### src/rtl/uart_pkg.sv
// Shared constants and state encoding for the 16x-oversampled 8N1 UART.
package uart_pkg;

  localparam int unsigned CLK_HZ_DEF = 32'd100_000_000;
  localparam int unsigned BAUD_DEF   = 32'd115_200;
  localparam int unsigned OVS        = 32'd16;
  localparam int unsigned ACC_W_DEF  = 32'd28;
  localparam int unsigned DATA_BITS  = 32'd8;
  localparam logic [3:0]  SAMPLE_PT  = 4'd7;

  typedef enum logic [2:0] {
    ST_IDLE  = 3'd0,
    ST_START = 3'd1,
    ST_DATA  = 3'd2,
    ST_STOP  = 3'd3,
    ST_BREAK = 3'd4
  } rx_state_e;

endpackage

### src/rtl/uart_baud_tick.sv
// Fractional accumulator producing one-cycle ticks at BAUD*OVS on average;
// restart holds the phase at zero so the next tick lands a full period later.
module uart_baud_tick #(
  parameter int unsigned CLK_HZ = 32'd100_000_000,
  parameter int unsigned BAUD   = 32'd115_200,
  parameter int unsigned OVS    = 32'd16,
  parameter int unsigned ACC_W  = 32'd28
) (
  input  logic sys_clk_i,
  input  logic sys_rstn_i,
  input  logic restart,
  output logic tick
);
  import uart_pkg::*;

  localparam logic [ACC_W-1:0] INC    = ACC_W'(BAUD * OVS);
  localparam logic [ACC_W-1:0] WRAP   = ACC_W'(CLK_HZ);
  localparam logic [ACC_W-1:0] THRESH = ACC_W'(CLK_HZ - BAUD * OVS);

  logic [ACC_W-1:0] acc_r;
  logic             tick_r;

  // Phase accumulator: wraps by CLK_HZ and emits a tick whenever it would overflow.
  always_ff @(posedge sys_clk_i or negedge sys_rstn_i) begin
    if (!sys_rstn_i) begin
      acc_r  <= '0;
      tick_r <= 1'b0;
    end else if (restart) begin
      acc_r  <= '0;
      tick_r <= 1'b0;
    end else if (acc_r >= THRESH) begin
      acc_r  <= acc_r + INC - WRAP;
      tick_r <= 1'b1;
    end else begin
      acc_r  <= acc_r + INC;
      tick_r <= 1'b0;
    end
  end

  assign tick = tick_r;

endmodule

### src/rtl/uart_rx.sv
// 8N1 UART receiver: 16x oversampling, centre sampling, single-entry holding
// register with valid/read handshake, framing-error and overrun pulses.
module uart_rx #(
  parameter int unsigned CLK_HZ = 32'd100_000_000,
  parameter int unsigned BAUD   = 32'd115_200,
  parameter int unsigned OVS    = 32'd16,
  parameter int unsigned ACC_W  = 32'd28
) (
  input  logic       sys_clk_i,
  input  logic       sys_rstn_i,
  input  logic       uart_rx_i,
  input  logic       uart_rd_i,
  output logic [7:0] uart_dat_o,
  output logic       uart_valid_o,
  output logic       uart_frame_err_o,
  output logic       uart_overrun_o
);
  import uart_pkg::*;

  logic [1:0] sync_r;
  logic       rx_s;
  rx_state_e  state_r;
  logic [3:0] sub_r;
  logic [2:0] idx_r;
  logic [7:0] shift_r;
  logic [7:0] dat_r;
  logic       valid_r;
  logic       ferr_r;
  logic       ovr_r;
  logic       tick_s;
  logic       restart_s;
  logic       centre_s;

  assign rx_s      = sync_r[1];
  // Holding the accumulator cleared while idle aligns sampling phase to the start edge.
  assign restart_s = (state_r == ST_IDLE);
  assign centre_s  = tick_s && (sub_r == SAMPLE_PT);

  uart_baud_tick #(
    .CLK_HZ (CLK_HZ),
    .BAUD   (BAUD),
    .OVS    (OVS),
    .ACC_W  (ACC_W)
  ) u_tick (
    .sys_clk_i  (sys_clk_i),
    .sys_rstn_i (sys_rstn_i),
    .restart    (restart_s),
    .tick       (tick_s)
  );

  // Two-flop synchronizer for the asynchronous serial line.
  always_ff @(posedge sys_clk_i or negedge sys_rstn_i) begin
    if (!sys_rstn_i) begin
      sync_r <= 2'b11;
    end else begin
      sync_r <= {sync_r[0], uart_rx_i};
    end
  end

  // Frame FSM with sub-bit counter, shift register and registered outputs.
  always_ff @(posedge sys_clk_i or negedge sys_rstn_i) begin
    if (!sys_rstn_i) begin
      state_r <= ST_IDLE;
      sub_r   <= 4'd0;
      idx_r   <= 3'd0;
      shift_r <= 8'h00;
      dat_r   <= 8'h00;
      valid_r <= 1'b0;
      ferr_r  <= 1'b0;
      ovr_r   <= 1'b0;
    end else begin
      ferr_r <= 1'b0;
      ovr_r  <= 1'b0;
      if (uart_rd_i && valid_r) begin
        valid_r <= 1'b0;
      end
      if (tick_s) begin
        sub_r <= sub_r + 4'd1;
      end
      case (state_r)
        ST_IDLE: begin
          sub_r <= 4'd0;
          if (!rx_s) begin
            state_r <= ST_START;
          end
        end
        ST_START: begin
          if (centre_s) begin
            if (rx_s) begin
              state_r <= ST_IDLE;
            end else begin
              idx_r   <= 3'd0;
              state_r <= ST_DATA;
            end
          end
        end
        ST_DATA: begin
          if (centre_s) begin
            shift_r[idx_r] <= rx_s;
            if (idx_r == 3'(DATA_BITS - 32'd1)) begin
              state_r <= ST_STOP;
            end else begin
              idx_r <= idx_r + 3'd1;
            end
          end
        end
        ST_STOP: begin
          if (centre_s) begin
            if (rx_s) begin
              // A read landing in the same cycle frees the register for the new byte.
              if (!valid_r || uart_rd_i) begin
                dat_r   <= shift_r;
                valid_r <= 1'b1;
              end else begin
                ovr_r <= 1'b1;
              end
              state_r <= ST_IDLE;
            end else begin
              ferr_r  <= 1'b1;
              state_r <= ST_BREAK;
            end
          end
        end
        ST_BREAK: begin
          if (rx_s) begin
            state_r <= ST_IDLE;
          end
        end
        default: begin
          state_r <= ST_IDLE;
        end
      endcase
    end
  end

  assign uart_dat_o       = dat_r;
  assign uart_valid_o     = valid_r;
  assign uart_frame_err_o = ferr_r;
  assign uart_overrun_o   = ovr_r;

endmodule

### config.mk
export PLATFORM = sky130hd
export DESIGN_NAME = uart_rx
export DESIGN_NICKNAME = d
export VERILOG_FILES = /design/src/rtl/uart_pkg.sv /design/src/rtl/uart_baud_tick.sv /design/src/rtl/uart_rx.sv
export SDC_FILE = /design/constraint.sdc
export NUM_CORES = 1
export LEC_CHECK = 0
export ABC_CLOCK_PERIOD_IN_PS = 2520
export CAP_MARGIN = 15
export CORE_MARGIN = 8
export CORE_UTILIZATION = 55
export CTS_BUF_LIST = sky130_fd_sc_hd__clkbuf_16
export DETAILED_ROUTE_END_ITERATION = 10
export PLACE_DENSITY = 0.74
export SLEW_MARGIN = 20
export SYNTH_ARGS = -nofsm -noshare
export SYNTH_HDL_FRONTEND = slang
export SYNTH_SLANG_ARGS = --single-unit
### constraint.sdc
create_clock -name sys_clk_i -period 2.52 [get_ports sys_clk_i]
set_input_delay 0.252 -clock sys_clk_i [delete_from_list [all_inputs] [get_ports sys_clk_i]]
set_output_delay 0.252 -clock sys_clk_i [all_outputs]
set_load 0.005 [all_outputs]
==> Word level (Yosys, flattened, before mapping) <==
Index checks and enable logic that the tools add are counted.
{ "op_classes": {"add_sub_neg": 4, "order_cmp": 3, "n_eq_ne": 14, "muxes": 35, "n_reduce_logical": 12} }
{ "ops": {"columns": ["op", "count"], "rows": [
  ["two-way mux 28 bit", 2],
  ["two-way mux 3 bit", 11],
  ["adder 28 x 21 -> 28 bit, second input constant", 1],
  ["greater-or-equal comparator 28 x 27 -> 1 bit, second input constant", 1],
  ["subtractor 28 x 27 -> 28 bit, second input constant", 1],
  ["!= test 2 bit, second input constant", 8],
  ["two-way mux 1 bit", 15],
  ["case mux 3 bit (5 select lines)", 1],
  ["bitwise mux 8 bit", 1],
  ["two-way mux 4 bit", 2],
  ["== test 3 x 2 -> 1 bit, second input constant", 2],
  ["== test 3 bit, second input constant", 2],
  ["case mux 3 bit (2 select lines)", 1],
  ["AND reduction 6 bit", 1],
  ["AND reduction 5 bit", 1],
  ["adder 4 x 1 -> 4 bit, second input constant", 1],
  ["== test 4 x 3 -> 1 bit, second input constant", 1],
  ["< comparator 3 x 4 -> 1 bit, second input constant", 1],
  ["AND reduction 4 bit", 1],
  ["nonzero test 2 bit", 2],
  ["adder 3 x 1 -> 3 bit, second input constant", 1],
  ["demux 1 bit (select 3 bit)", 1],
  ["== test 3 x 1 -> 1 bit, second input constant", 1],
  ["greater-or-equal comparator 3 x 1 -> 1 bit, second input constant", 1],
  ["other kinds (6)", 8]
]} }
{ "totals": {"reg_bits": 60, "out_inout_bits": 11, "word_cells": 79} }

==> Logic depth before layout (Yosys ltp) <==
{ "depth": {"ltp_word": 6, "depth_mapped": 9, "mapped_depth_nobuf": 8} }

==> Modules after synthesis <==
A second synthesis with hierarchy kept.
{ "hier_totals": {"hier_cells": 290, "hier_area_um2": 2994.1} }
{ "by_module_without_submodules": {"columns": ["mod", "n_inst", "cells_each", "area_per_inst_um2", "seq_area_each_um2"], "rows": [
  ["uart_baud_tick", 1, 181, 1545.2, 525.5],
  ["uart_rx", 1, 109, 1448.9, 778.2]
]} }

==> Worst setup path before layout <==
Ideal clock, no wire load.
{ "synth_timing": {"kind": "register to register", "startpoint": "register u_tick.acc_r[8]", "endpoint": "register u_tick.acc_r[26]", "t_arrival_ns": 2.156, "required_ns": 2.441, "slack_ns": 0.284, "path_stages_with_launch": 10, "n_path_buf": 1, "period_less_slack_ns": 2.236, "cell_sequence": "dfrtp_1 inv_1 ha_1 nor4b_1 nand2_1 a311oi_2 buf_2 nor2_1 a21oi_1 mux2i_1"} }
{ "synth_between": {"elab_chain_cells": 4} }
{ "synth_lines": {"columns": ["element", "line", "source"], "rows": [
  ["start: declaration", "uart_baud_tick.sv:20", "logic [ACC_W-1:0] acc_r;"],
  ["start signal: assignment", "uart_baud_tick.sv:32", "acc_r <= acc_r + INC - WRAP;"],
  ["start signal: assignment", "uart_baud_tick.sv:35", "acc_r <= acc_r + INC;"],
  ["adder 28 x 21 -> 28 bit", "uart_baud_tick.sv:32, uart_baud_tick.sv:35", null],
  ["subtractor 28 x 27 -> 28 bit", "uart_baud_tick.sv:32", null],
  ["two-way mux 28 bit (*)", "uart_baud_tick.sv:31", "end else if (acc_r >= THRESH) begin"],
  ["two-way mux 28 bit (*)", "uart_baud_tick.sv:28", "end else if (restart) begin"]
]} }
Mark *: on every way between the ends. The rest lies on a longest branch, timed or not.
A chain may end at the register's enable or synchronous reset.

==> Worst setup path in the final report <==
{ "layout_timing": {"startpoint": "register u_tick.acc_r[13]", "endpoint": "register u_tick.acc_r[21]"} }
Same word-level chain as after synthesis.

==> summary.txt <==
Setup path
  • Peak fanout along the critical path: 7
  • Kind of start point of the critical path: register
  • Reg2Reg Launch Point: u_tick.acc_r[13]$_DFF_PN0_
  • Worst Setup Path Type: reg2reg
  • Critical Path Max Stage Delay: 500 ps
  • CP required: 2730 ps
  • Crit end category: register
  • Register-to-Register Setup Slack: 160 ps
  • R2R cell count: 7
  • Endpoint of the worst register-to-register path: u_tick.acc_r[21]$_DFF_PN0_
  • Crit path cell chain: ha_1 > xnor2_1 > nand2b_4 > o31a_1 > o21a_1 > or4_1 > a21oi_1
  • CP arrival: 2570 ps
  • Slowest stage cell on the critical path: or4_1

Run
  • Max-cap violations: 0

Synth
  • Synthesis warning total: 0
  • Combined area of all synthesized cells: 2793 um^2
  • Number of distinct library cells after synthesis: 48
  • Top cells by area in the synthesized netlist: dfrtp_1, mux2_2, xnor2_1, nor2_1, ha_1
  • EDFF count, synth: 0
  • Average cell area after synthesis: 10.05 um^2
  • Post-synth top area cell: dfrtp_1
  • Async S/R FF share, synth: 100.0%
  • Sequential fraction of the synthesis area: 46.68%
  • Cells after Synth: 278
  • Register bit total from synthesis: 52
  • Share of the synthesized area in the top cell type: 44.80%
  • Syn nets: 289
  • Most used flip-flop cell after synthesis: dfrtp_1

Placement
  • Count of buffers inserted at the top-level ports: 14
  • Hpwl dp: 4043 um
  • Place WS: 142.6 ps
  • Final Wtd Congestion: 0.8890
  • Count of placed standard cells including taps: 364

Global routing
  • GRT Resource Usage Total: 15.67%
  • Final global-route overflow total: 0
  • Pin count of the biggest net entering global routing: 26
  • Number of global-route vias before repair: 2035
  • Antenna violations before repair: 0
  • Wire length of the first global-routing pass: 9591 um

Clock network
  • Total setup buffers inserted after CTS: 0
  • Cts bufs inserted: 5
  • Number of H-tree levels: 2
  • TritonCTS Sinks: 52
  • Clock insertion delay at the later pin of the skew report: 290 ps
  • Maximum buffer depth of the clock tree: 2
  • Register clock-pin slew on the reported worst setup and hold paths: 70 ps
  • Clock tree root buffer cell: clkbuf_16
  • CTS tree: yes

Hold path
  • Hold-critical path endpoint: sync_r[1]$_DFF_PN1_
  • Start point of the worst hold path: sync_r[0]$_DFF_PN1_
  • Instance count along the most critical hold path: 0
  • Type of the tightest min-delay check: reg2reg

STA
  • Final number of hold-violating endpoints: 0
  • Final worst clock skew: 3.972 ps
  • Max transition margin: 53.90%
  • Period minus WS final: 2361 ps
  • Least-Margin Pin Slew: 687.8 ps
  • Unrepaired setup endpoints after global routing: false
  • Total Neg Setup Slack: 0 ps
  • Post-route worst hold slack: 356.5 ps
  • Final worst path period share: 93.70%
  • Final setup vio count: 0
  • Final number of max-transition violations: 0
  • Worst setup slack after layout: 158.7 ps
  • Highest attainable clock frequency: 0.4235 GHz

Routing
  • Wire length after detailed routing: 5525 um
  • First-pass detailed-route iteration total: 4
  • DRC violation total after the first TritonRoute iteration: 136
  • Detailed-route vias per instance: 5.539
  • Antenna violation net count after detailed routing: 0
  • Number of design rule violations left after detail routing: 0
  • Drt wl/cell: 14.81 um
  • Total number of vias: 2066

Final layout
  • Antenna cell count: 0
  • Post-layout utilization of the core: 64.56%
  • Post-synthesis to final-layout area growth: 15.82%
  • # nets final: 313
  • Final Non-Filler Cells: 373
  • Share of cells above drive strength 1: 15.51%

Floorplan
  • Number of placement rows: 26
  • Count of pins on the block boundary: 15
  • Starting Density: 55.74%
  • Die width: 87.26 um
  • Full die area: 7613 um^2
  • Die height: 87.26 um
  • Area inside the core boundary: 5010 um^2

Power
  • Leakage power: 1.370 nW
  • PwrDens: 475.4 nW/um^2
  • IR drop worst, VDD: 0.0003601 V

Run status
  • Run status: finished, final reports clean
registers in the layout, indices dropped and copies added (netlist names):
| name | flops |
|---|---|
| idx_r | 3 |
| u_tick.tick | 1 |
| uart_overrun_o | 1 |
| uart_frame_err_o | 1 |
| sub_r | 4 |
| uart_dat_o | 8 |
| shift_r | 8 |
| uart_valid_o | 1 |
| u_tick.acc_r | 20 |
| state_r | 3 |
| sync_r | 2 |
routing by layer:
layer | share of wire [%] | global-route usage [%] | up-vias
li1 | - | - | 1031
met2 | 48 | 24.59 | 40
met5 | 0 | 0 | -
met1 | 48 | 21.65 | 989
met3 | 2.9 | 3.208 | 6
met4 | 0.65 | 3.125 | 0
layout make-up:
| type | count | area [um^2] |
|---|---|---|
| tap | 70 | 87.58 |
| multi-input combinational | 211 | 1448 |
| inverter | 7 | 26.28 |
| clock inverter | 3 | 23.77 |
| timing repair buffer | 25 | 220.2 |
| sequential | 52 | 1304 |
| fill | 431 | 1775 |
| clock buffer | 5 | 125.1 |
power by group:
group	switching, W	internal (W)
clock network	0.000303	0.000370
registers	0.00000323	0.000837
logic	0.0000172	0.00000719
total	0.000323	0.00121
layout by cell type (no fill, tap or decap), types with 3 or more instances in the layout:
cell	Yosys	final
clkbuf_16	0	5
mux2i_1	5	5
or3_1	5	5
nand4_1	3	3
nor2_1	35	35
buf_4	0	10
mux2_2	16	16
clkdlybuf4s50_1	0	13
nor3_1	9	8
nand3_1	14	14
ha_1	7	7
xnor2_1	16	15
o21ai_0	10	10
nand2b_1	5	5
nor3b_1	5	5
inv_1	7	7
dfrtp_1	50	50
a21oi_1	13	13
nand2_1	19	19
xor2_1	10	10
o21a_1	3	3
worst max-delay path: cells and delay by family, from the launching register on:
family	cells	cell delay (ps)
AND/OR/NAND/NOR	2	680
adder cells (fa/ha/maj)	1	270
AO/OA/AOI/OAI	3	670
flip-flops	1	460
XOR/XNOR	1	210
how the worst max path moves through the flow:
stage | from | to | slack (ps)
global route | u_tick.acc_r[13]$_DFF_PN0_ | u_tick.acc_r[21]$_DFF_PN0_ | 50
floorplan | u_tick.acc_r[8]$_DFFE_PN0P_ | u_tick.acc_r[26]$_DFF_PN0_ | 280
finish | u_tick.acc_r[13]$_DFF_PN0_ | u_tick.acc_r[21]$_DFF_PN0_ | 160
global placement | u_tick.acc_r[13]$_DFF_PN0_ | u_tick.acc_r[21]$_DFF_PN0_ | 210
CTS | u_tick.acc_r[13]$_DFF_PN0_ | u_tick.acc_r[25]$_DFF_PN0_ | 130
detailed placement | u_tick.acc_r[13]$_DFF_PN0_ | u_tick.acc_r[25]$_DFF_PN0_ | 140
metrics by stage:
| stage | area (um^2) | power [W] |
|---|---|---|
| floorplan | 2793 | 0.0008573 |
| global placement | 3062 | 0.0008809 |
| detailed placement | 3062 | 0.0008814 |
| CTS | 3221 | 0.001557 |
| global route | 3234 | 0.001596 |
| finish | 3234 | 0.001537 |
cells in the mapped netlist, types with 3 or more instances:
library cell and instances:
a21oi_1 13, clkbuf_1 5, dfrtp_1 50, ha_1 7, inv_1 7, mux2_2 16, mux2i_1 5, nand2_1 19
nand2b_1 5, nand3_1 14, nand4_1 3, nor2_1 35, nor3_1 9, nor3b_1 5, nor4_1 3, o21a_1 3
o21ai_0 10, or3_1 5, xnor2_1 16, xor2_1 10
what timing repair did:
action	in CTS	in global routing
setup endpoints to repair	0	5
hold endpoints to repair	10	0
hold buffers	1	0
resized for setup	0	2
cell families after synthesis:
kind of cell / synth area share [%]
adder cells (fa/ha/maj): 3.136
XOR/XNOR: 8.154
AND/OR/NAND/NOR: 20.74
multiplexers: 8.244
AO/OA/AOI/OAI: 10.89
buffers and inverters: 2.151
flip-flops: 46.68
Power figures use the tool's default switching activity.
